--- src/rtl/dmem_resp_pkg.sv ---
// Shared types and constants for the dmem_responder slice.
package dmem_resp_pkg;

    typedef enum logic [1:0] {
        ST_IDLE = 2'd0,
        ST_WAIT = 2'd1,
        ST_RESP = 2'd2
    } state_t;

    localparam int LATENCY_MAX = 15;
    localparam int CNT_W       = 4;
    localparam int DEF_WIDTH   = 32;
    localparam int DEF_DEPTH   = 64;

endpackage

--- src/rtl/dmem_resp_if.sv ---
// Data-memory request/response bundle between the datapath (master) and the responder (slave).
interface dmem_resp_if
    import dmem_resp_pkg::*;
#(
    parameter int WIDTH = DEF_WIDTH
);
    logic             req_valid;
    logic             req_ready;
    logic             we;
    logic [31:0]      a;
    logic [WIDTH-1:0] wd;
    logic             rsp_valid;
    logic [WIDTH-1:0] rd;
    logic             err;

    modport master (
        output req_valid, we, a, wd,
        input  req_ready, rsp_valid, rd, err
    );

    modport slave (
        input  req_valid, we, a, wd,
        output req_ready, rsp_valid, rd, err
    );
endinterface

--- src/rtl/dmem_resp_ram.sv ---
// Single-port word storage: synchronous write, synchronous read; a write returns zero on the read port.
module dmem_resp_ram
    import dmem_resp_pkg::*;
#(
    parameter int WIDTH = DEF_WIDTH,
    parameter int DEPTH = DEF_DEPTH,
    parameter int AW    = $clog2(DEPTH)
) (
    input  logic             clk,
    input  logic             reset,
    input  logic             en,
    input  logic             we,
    input  logic [AW-1:0]    addr,
    input  logic [WIDTH-1:0] wd,
    output logic [WIDTH-1:0] rd
);
    logic [WIDTH-1:0] mem [DEPTH];

    // storage array write port; contents are deliberately not reset
    always_ff @(posedge clk) begin
        if (en && we) begin
            mem[addr] <= wd;
        end
    end

    // read data register, holds between accesses
    always_ff @(posedge clk) begin
        if (reset) begin
            rd <= '0;
        end else if (en) begin
            rd <= we ? '0 : mem[addr];
        end
    end
endmodule

--- src/rtl/dmem_responder.sv ---
// Slow-memory responder: one request at a time, LATENCY wait cycles, one-cycle response pulse.
// Optional feature macro: DMEM_RESP_RANGE_CHECK_EN (flag and suppress addresses >= DEPTH).
module dmem_responder
    import dmem_resp_pkg::*;
#(
    parameter int WIDTH   = DEF_WIDTH,
    parameter int DEPTH   = DEF_DEPTH,
    parameter int LATENCY = 2
) (
    input  logic      clk,
    input  logic      reset,
    dmem_resp_if.slave bus
);
    localparam int AW = $clog2(DEPTH);
`ifdef DMEM_RESP_RANGE_CHECK_EN
    localparam int ADDR_W = 32;
`else
    localparam int ADDR_W = AW;
`endif

    state_t           state_r;
    state_t           next_s;
    logic [CNT_W-1:0] cnt_r;
    logic             we_r;
    logic [ADDR_W-1:0] addr_r;
    logic [WIDTH-1:0] wd_r;
    logic             rspValid_r;
    logic             accept_s;
    logic             commit_s;
    logic             inRange_s;
    logic [WIDTH-1:0] ramRd_s;

    assign bus.req_ready = (state_r == ST_IDLE) && !reset;
    assign accept_s      = bus.req_valid && bus.req_ready;
    // reset on the commit edge must abort the write as well as the response
    assign commit_s      = (state_r == ST_WAIT) && (cnt_r == '0) && !reset;

`ifdef DMEM_RESP_RANGE_CHECK_EN
    logic err_r;
    assign inRange_s = (addr_r < 32'(DEPTH));
    assign bus.err   = err_r;
    assign bus.rd    = err_r ? '0 : ramRd_s;

    // error flag captured at commit, held with rd until the next commit
    always_ff @(posedge clk) begin
        if (reset) begin
            err_r <= 1'b0;
        end else if (commit_s) begin
            err_r <= !inRange_s;
        end
    end
`else
    assign inRange_s = 1'b1;
    assign bus.err   = 1'b0;
    assign bus.rd    = ramRd_s;
`endif

    assign bus.rsp_valid = rspValid_r;

    // FSM state register
    always_ff @(posedge clk) begin
        if (reset) begin
            state_r <= ST_IDLE;
        end else begin
            state_r <= next_s;
        end
    end

    // FSM next-state logic
    always_comb begin
        next_s = state_r;
        case (state_r)
            ST_IDLE: begin
                if (accept_s) next_s = ST_WAIT;
                else          next_s = ST_IDLE;
            end
            ST_WAIT: begin
                if (cnt_r == '0) next_s = ST_RESP;
                else             next_s = ST_WAIT;
            end
            ST_RESP: next_s = ST_IDLE;
            default: next_s = ST_IDLE;
        endcase
    end

    // request latches, wait counter and response pulse
    always_ff @(posedge clk) begin
        if (reset) begin
            cnt_r      <= '0;
            we_r       <= 1'b0;
            addr_r     <= '0;
            wd_r       <= '0;
            rspValid_r <= 1'b0;
        end else begin
            if (accept_s) begin
                we_r   <= bus.we;
                addr_r <= bus.a[ADDR_W-1:0];
                wd_r   <= bus.wd;
                cnt_r  <= CNT_W'(LATENCY - 1);
            end else if ((state_r == ST_WAIT) && (cnt_r != '0)) begin
                cnt_r <= cnt_r - CNT_W'(1);
            end
            rspValid_r <= commit_s;
        end
    end

    dmem_resp_ram #(
        .WIDTH (WIDTH),
        .DEPTH (DEPTH),
        .AW    (AW)
    ) u_ram (
        .clk   (clk),
        .reset (reset),
        .en    (commit_s && inRange_s),
        .we    (we_r),
        .addr  (addr_r[AW-1:0]),
        .wd    (wd_r),
        .rd    (ramRd_s)
    );
endmodule

--- src/flat_wrapper.sv ---
// flat-port wrapper written by rule: the top's interface ports become plain ports
module dmem_responder_flat import dmem_resp_pkg::*;
#(
    parameter int WIDTH   = DEF_WIDTH,
    parameter int DEPTH   = DEF_DEPTH,
    parameter int LATENCY = 2
)
  (clk, reset, bus_req_valid, bus_we, bus_a, bus_wd, bus_req_ready, bus_rsp_valid, bus_rd, bus_err);
  dmem_resp_if #(.WIDTH(WIDTH)) bus_i ();
  input  logic clk;
  input  logic reset;
  input wire logic [$bits(bus_i.req_valid)-1:0] bus_req_valid;
  input wire logic [$bits(bus_i.we)-1:0] bus_we;
  input wire logic [$bits(bus_i.a)-1:0] bus_a;
  input wire logic [$bits(bus_i.wd)-1:0] bus_wd;
  output wire logic [$bits(bus_i.req_ready)-1:0] bus_req_ready;
  output wire logic [$bits(bus_i.rsp_valid)-1:0] bus_rsp_valid;
  output wire logic [$bits(bus_i.rd)-1:0] bus_rd;
  output wire logic [$bits(bus_i.err)-1:0] bus_err;
  assign bus_i.req_valid = bus_req_valid;
  assign bus_i.we = bus_we;
  assign bus_i.a = bus_a;
  assign bus_i.wd = bus_wd;
  assign bus_req_ready = bus_i.req_ready;
  assign bus_rsp_valid = bus_i.rsp_valid;
  assign bus_rd = bus_i.rd;
  assign bus_err = bus_i.err;
  dmem_responder #(.WIDTH(WIDTH), .DEPTH(DEPTH), .LATENCY(LATENCY)) u_core (.clk(clk), .reset(reset), .bus(bus_i));
endmodule
--- config.mk ---
export PLATFORM = sky130hd
export DESIGN_NAME = dmem_responder_flat
export DESIGN_NICKNAME = d
export VERILOG_FILES = /design/src/rtl/dmem_resp_pkg.sv /design/src/rtl/dmem_resp_if.sv /design/src/rtl/dmem_resp_ram.sv /design/src/rtl/dmem_responder.sv /design/src/flat_wrapper.sv
export SDC_FILE = /design/constraint.sdc
export NUM_CORES = 2
export LEC_CHECK = 0
export ABC_CLOCK_PERIOD_IN_PS = 6600
export CAP_MARGIN = 30
export CORE_MARGIN = 1
export CORE_UTILIZATION = 48
export DETAILED_ROUTE_END_ITERATION = 7
export DONT_BUFFER_PORTS = 1
export GPL_ROUTABILITY_DRIVEN = 0
export HOLD_SLACK_MARGIN = 0.1
export PLACE_DENSITY = 0.63
export SLEW_MARGIN = 20
export SYNTH_ARGS = -nofsm -noshare
export SYNTH_HDL_FRONTEND = slang
export SYNTH_SLANG_ARGS = --single-unit
--- constraint.sdc ---
create_clock -name clk -period 6.6 [get_ports clk]
set_input_delay 1.32 -clock clk [delete_from_list [all_inputs] [get_ports clk]]
set_output_delay 1.32 -clock clk [all_outputs]
set_load 0.005 [all_outputs]
* Word level (Yosys, flattened, before mapping) *
Memory sizes are Yosys's and may differ from the RTL's. A register that Yosys moved wholly into a read port is not among the register bits.
Index checks and enable logic that the tools add are counted.

word-level totals
  bits in registers = 78
  bits in writable memories = 2,048
  bits of input ports = 68
  memories = 1
  output and inout port bits = 35
  logic and storage cells = 33

memory list
  name              words  width  rd ports  clocked after Yosys merged registers in  wr ports  line                 RTL
  u_core.u_ram.mem  64     32     1         1                                        1         dmem_resp_ram.sv:17  logic [WIDTH-1:0] mem [DEPTH];

operators by class
  reduce and logical (&&, ||, !) cells = 12
  equality and inequality tests = 1
  add/sub/neg operators = 1
  muxes and demuxes = 10

operators by type and width
  operator                                           number
  two-way mux 32 bit                                 1
  two-way mux 6 bit                                  2
  logical AND 1 bit                                  6
  two-way mux 1 bit                                  5
  logical NOT 4 bit                                  1
  case mux 2 bit (2 select lines)                    1
  nonzero test 4 bit                                 1
  subtractor 4 x 1 -> 4 bit (second input constant)  1
  == test 2 x 1 -> 1 bit (second input constant)     1
  logical NOT 2 bit                                  1
  two-way mux 2 bit                                  1
  nonzero test 2 bit                                 1
  OR reduction 2 bit                                 1
  logical NOT 1 bit                                  1

* Longest topological paths before layout *
  depth after elaboration = 6
  gate-level depth with buffers = 11
  gate-level depth less buffers = 9

* Cells and area by module *
A second synthesis with hierarchy kept.

unflattened totals
  cells, all modules = 4,822
  area, all modules = 80,552.3 µm²

by module, submodules not included
  module          area each (µm²)  cells each  times used  seq. area each (µm²)
  dmem_resp_ram   78,844.4         4,614       1           62,139.6
  dmem_responder  1,707.9          208         1           920.9

* Worst setup path after synthesis *
No wires, ideal clock.

  path type = input-to-reg
  start point = input reset
  end point = memory u_core.u_ram.mem[30][0] (netlist name) (enable)
  path buffers = 1
  path slack = 2.418 ns
  data arrival time = 3.761 ns
  cell stages on the path = 7
  required time = 6.179 ns
  library setup time = 0.421 ns
  cells stage by stage = or3_1 > clkbuf_1 > inv_2 > nand2_1 > nor2_1 > nand3_1 > nor2_1

on the way
  word-level cells in the longest chain between the ends = 5

ends and longest elaborated chain
  what                                     line                  RTL
  start, declared                          flat_wrapper.sv:11    input logic reset;
  logical NOT 1 bit                        dmem_responder.sv:36  assign commit_s = (state_r == ST_WAIT) && (cnt_r == '0) && !reset;
  logical AND 1 bit                        dmem_responder.sv:36
  logical AND 1 bit                        dmem_resp_ram.sv:21   if (en && we) begin
  two-way mux 1 bit                        dmem_resp_ram.sv:21
  two-way mux 1 bit (implied by the code)  dmem_resp_ram.sv:22   mem[addr] <= wd;
  end, declared                            dmem_resp_ram.sv:17

Every way passes these cells.

* Worst setup path after layout *
  start point = register u_core.cnt_r[0]
  end point = memory u_core.u_ram.mem[62][0] (netlist name) (enable)

on the way
  word-level cells in the longest chain between the ends = 6

ends and longest elaborated chain
  what                                     line                   RTL
  start, declared                          dmem_responder.sv:23   logic [CNT_W-1:0] cnt_r;
  start signal, assigned                   dmem_responder.sv:99   cnt_r <= CNT_W'(LATENCY - 1);
  start signal, assigned                   dmem_responder.sv:101  cnt_r <= cnt_r - CNT_W'(1);
  logical NOT 4 bit                        dmem_responder.sv:36
  logical AND 1 bit (2 in series)          dmem_responder.sv:36
  logical AND 1 bit                        dmem_resp_ram.sv:21
  two-way mux 1 bit                        dmem_resp_ram.sv:21
  two-way mux 1 bit (implied by the code)  dmem_resp_ram.sv:22

Every way passes these cells.

==> out/qor.txt <==
Status = complete, no violations
Worst Setup SP = u_core.cnt_r[0]
Ys flop type = edfxtp_1
Yosys reg bits = 2132
Final period util = 0.690
Share of power burned in registers = 0.537
Worst-path clk slew = 0.06 ns
Initial antenna violation count = 10
Rows = 150
Drt via density = 6.36
Post-synth ARST share = 0
Pin count of the biggest net entering global routing = 107
Worst-Margin Slew = 1.11 ns
Hold path depth = 2
# port buffers = 0
DRT antenna net count = 0
Io pins = 103
Synth unique cells = 59
Path type of the worst min-delay path = flop to flop
Die height = 414 microns
Syn Nets = 3842
RSZ-0062 raised after global routing = no
Worst Min Path Start = u_core.wd_r[1]
Area growth from synthesis to layout = 12.9%
Hold WS = 0.444 ns
Static Leak = 26.3 nW
Gate power share = 0.046
Initial DRC count = 5386
# resized after CTS = 0
Gr usage total = 0.260
Final Slew Violations = 0
Max_cap viols = 0
First-pass GRT wire length = 308 mm
FF-to-FF path depth = 10
CTS tree = done
CP Launch Type = flop
Via count = 40300
F_max = 0.220 GHz
Fin nets = 4020
Core footprint = 168000 sq um
DP HPWL = 128 mm
Share of post-route cells with drive strength above 1 = 0.269
Warnings, synthesis = 0
Skew-Pair Late Insertion Delay = 0.87 ns
Mean Syn Cell Area = 21.6 sq um
Die area = 171000 sq um
Critical path data arrival time = 5.09 ns
Worst Slack Setup Final = 2.05 ns
Grt total ovfl = 0
Clock root buffer = clkbuf_16
DP Area = 85100 sq um
Hold buffers post-CTS = 0
Net Sw Frac = 0.219
WL per Instance = 34.7 microns
# clock sinks = 2132
Critical path class = flop to flop
Final setup vio count = 0
Fin. Hold Viols = 0
Post-Syn Instances = 3773
Synth Cell Area = 81400 sq um
TritonCTS buffer count = 206
Final min period = 4.55 ns
Cell Pwr Density = 303 nW/um^2
Clock share of power = 0.417
Setup TNS = 0 ns
Internal Power = 21.8 mW
CTS HTree Levels = 4
Register area share after synthesis = 0.776
Critical path endpoint category = flop
VDD IR-drop max = 0.000238 V
DRC errors left = 0
Routed WL = 220 mm
Worst EP required = 7.14 ns
Worst-path fanout max = 19
Clk buf depth = 3
NetSw = 6.11 mW
Max_slew headroom = 0.243
Die Wd = 414 microns
Dpl ws = 1.72 ns
Clk_skew = 0.0535 ns
Initial core utilization = 0.485
Finished layout cell area = 91900 sq um
Vias in the first global route = 39900
RR Startpoint = u_core.cnt_r[0]
Number of setup buffers added after CTS = 0
Detailed Routing Iterations Pass 1 = 6
EDFF count, synth = 2048
through the flow:
| step | power [mW] | instances | utilization |
|---|---|---|---|
| 2_1_floorplan | 16.0 | 3773 | - |
| 3_3_place_gp | 16.5 | 5923 | 0.505 |
| 3_5_place_dp | 16.5 | 5941 | 0.507 |
| 4_1_cts | 28.0 | 6329 | 0.547 |
| 5_1_grt | 28.6 | 6335 | 0.548 |
| 6_report | 27.9 | 6340 | 0.548 |
path summary, 6_finish.rpt:
path / endpoint / slack [ns]
worst max-delay path: u_core.u_ram.mem[62][0] / 2.05
worst min-delay path: u_core.wd_r[1] / 0.44
worst max register to register: u_core.u_ram.mem[62][0] / 2.05
worst min register to register: u_core.wd_r[1] / 0.44
power groups by stage:
stage                     Clock (mW)  Sequential [mW]  Combinational, mW
after global routing            12.2             15.0               1.34
final                           11.6             15.0               1.29
after floorplan                    0             15.3              0.726
after CTS                       11.8             15.0               1.28
after global placement             0             15.3               1.25
after detailed placement           0             15.3               1.28
worst max-delay path, cell delays in order, from the launching register on:
cell and delay [ns]:
dfxtp_1 0.33, inv_1 0.07, ha_1 0.17, or3b_1 0.40, or3_1 0.46, inv_2 0.12
nand2_1 0.06, nor2_1 0.25, nand3_1 0.77, nor2_4 1.13, buf_4 0.43
flip-flops by register name (all words and copies together), names as in the netlist, named ones only:
| register | flops |
|---|---|
| u_core.cnt_r | 4 |
| u_core.addr_r | 6 |
| u_core.wd_r | 32 |
| u_core.u_ram.mem | 2048 |
| u_core.u_ram.rd | 32 |
| u_core.bus.rsp_valid | 1 |
| u_core.we_r | 1 |
| u_core.state_r | 2 |
layout by cell type, fill, tap and decap left out, types with 9 or more instances in the layout:
| cell | instances |
|---|---|
| a211oi_1 | 26 |
| clkinv_2 | 49 |
| buf_4 | 155 |
| nand2_1 | 151 |
| a32o_1 | 11 |
| o22ai_1 | 42 |
| a2111oi_0 | 13 |
| clkinvlp_4 | 9 |
| dfxtp_2 | 32 |
| nor2_4 | 66 |
| clkinv_1 | 36 |
| bufinv_16 | 13 |
| a221oi_1 | 9 |
| o21ai_0 | 27 |
| clkbuf_16 | 206 |
| mux2_2 | 23 |
| a21oi_1 | 69 |
| clkbuf_8 | 14 |
| nor2b_1 | 40 |
| mux4_2 | 480 |
| clkbuf_1 | 44 |
| dfxtp_1 | 47 |
| nor2_1 | 37 |
| buf_12 | 19 |
| a22oi_1 | 61 |
| a22o_1 | 15 |
| nand3_1 | 48 |
| edfxtp_1 | 2048 |
| a31oi_1 | 16 |
| mux2i_1 | 146 |
| nand2b_1 | 17 |
| nor3_1 | 20 |
| nor4_1 | 9 |
Yosys cell counts (3+ instances only):
| master | number | share of area |
|---|---|---|
| nand2_1 | 152 | 0.0070 |
| nand4_1 | 7 | 0.00054 |
| nand3b_1 | 6 | 0.00055 |
| inv_1 | 6 | 0.00028 |
| nand3_1 | 48 | 0.0030 |
| buf_4 | 62 | 0.0057 |
| o22ai_1 | 42 | 0.0032 |
| dfxtp_1 | 84 | 0.021 |
| o32ai_1 | 6 | 0.00065 |
| buf_6 | 23 | 0.0032 |
| a21oi_1 | 70 | 0.0043 |
| a22oi_1 | 61 | 0.0056 |
| a2111oi_0 | 17 | 0.0018 |
| nor2b_1 | 42 | 0.0032 |
| and2_1 | 7 | 0.00054 |
| o21ai_0 | 27 | 0.0017 |
| or2_2 | 3 | 0.00023 |
| clkbuf_1 | 56 | 0.0026 |
| o22a_1 | 3 | 0.00032 |
| and3_1 | 3 | 0.00023 |
| nor4_1 | 10 | 0.00077 |
| mux4_2 | 480 | 0.13 |
| a221oi_1 | 9 | 0.00097 |
| buf_1 | 10 | 0.00046 |
| a22o_1 | 15 | 0.0016 |
| or3_1 | 6 | 0.00046 |
| nor3b_1 | 3 | 0.00028 |
| mux2_2 | 23 | 0.0032 |
| edfxtp_1 | 2048 | 0.76 |
| o41ai_1 | 3 | 0.00032 |
| nor2_1 | 104 | 0.0048 |
| a32o_1 | 11 | 0.0014 |
| o221ai_1 | 3 | 0.00032 |
| nor3_1 | 20 | 0.0012 |
| a31oi_1 | 16 | 0.0012 |
| a211oi_1 | 26 | 0.0024 |
| buf_2 | 63 | 0.0039 |
| mux2i_1 | 146 | 0.018 |
| nand2b_1 | 17 | 0.0013 |
| a311oi_1 | 7 | 0.00075 |
| o31ai_1 | 3 | 0.00028 |
area by class of cell:
type | instances | area [sq um]
Multi-Input combinational cell | 1420 | 17400
Tap cell | 2204 | 2760
Inverter | 7 | 26.3
Antenna cell | 5 | 12.5
Fill cell | 12600 | 75900
Clock inverter | 124 | 1210
Sequential cell | 2132 | 63200
Timing Repair Buffer | 184 | 1710
Clock buffer | 264 | 5510
per-layer routing:
metal	share of wire	vias up	track usage
li1	-	16200	-
met1	0.40	21700	0.371
met2	0.47	2083	0.399
met3	0.092	343	0.0550
met4	0.035	4	0.0915
met5	0.00013	-	0
kinds of logic after synthesis:
family / after synthesis / share of synthesized area
compound gates: 334 / 0.0285
xor+xnor: 3 / 0.000323
fa+ha+maj: 1 / 0.000154
buf+inv: 221 / 0.0161
flops: 2132 / 0.776
mux: 649 / 0.154
other cells: 1 / 0.0000461
simple gates: 432 / 0.0245
Power figures use the tool's default switching activity.
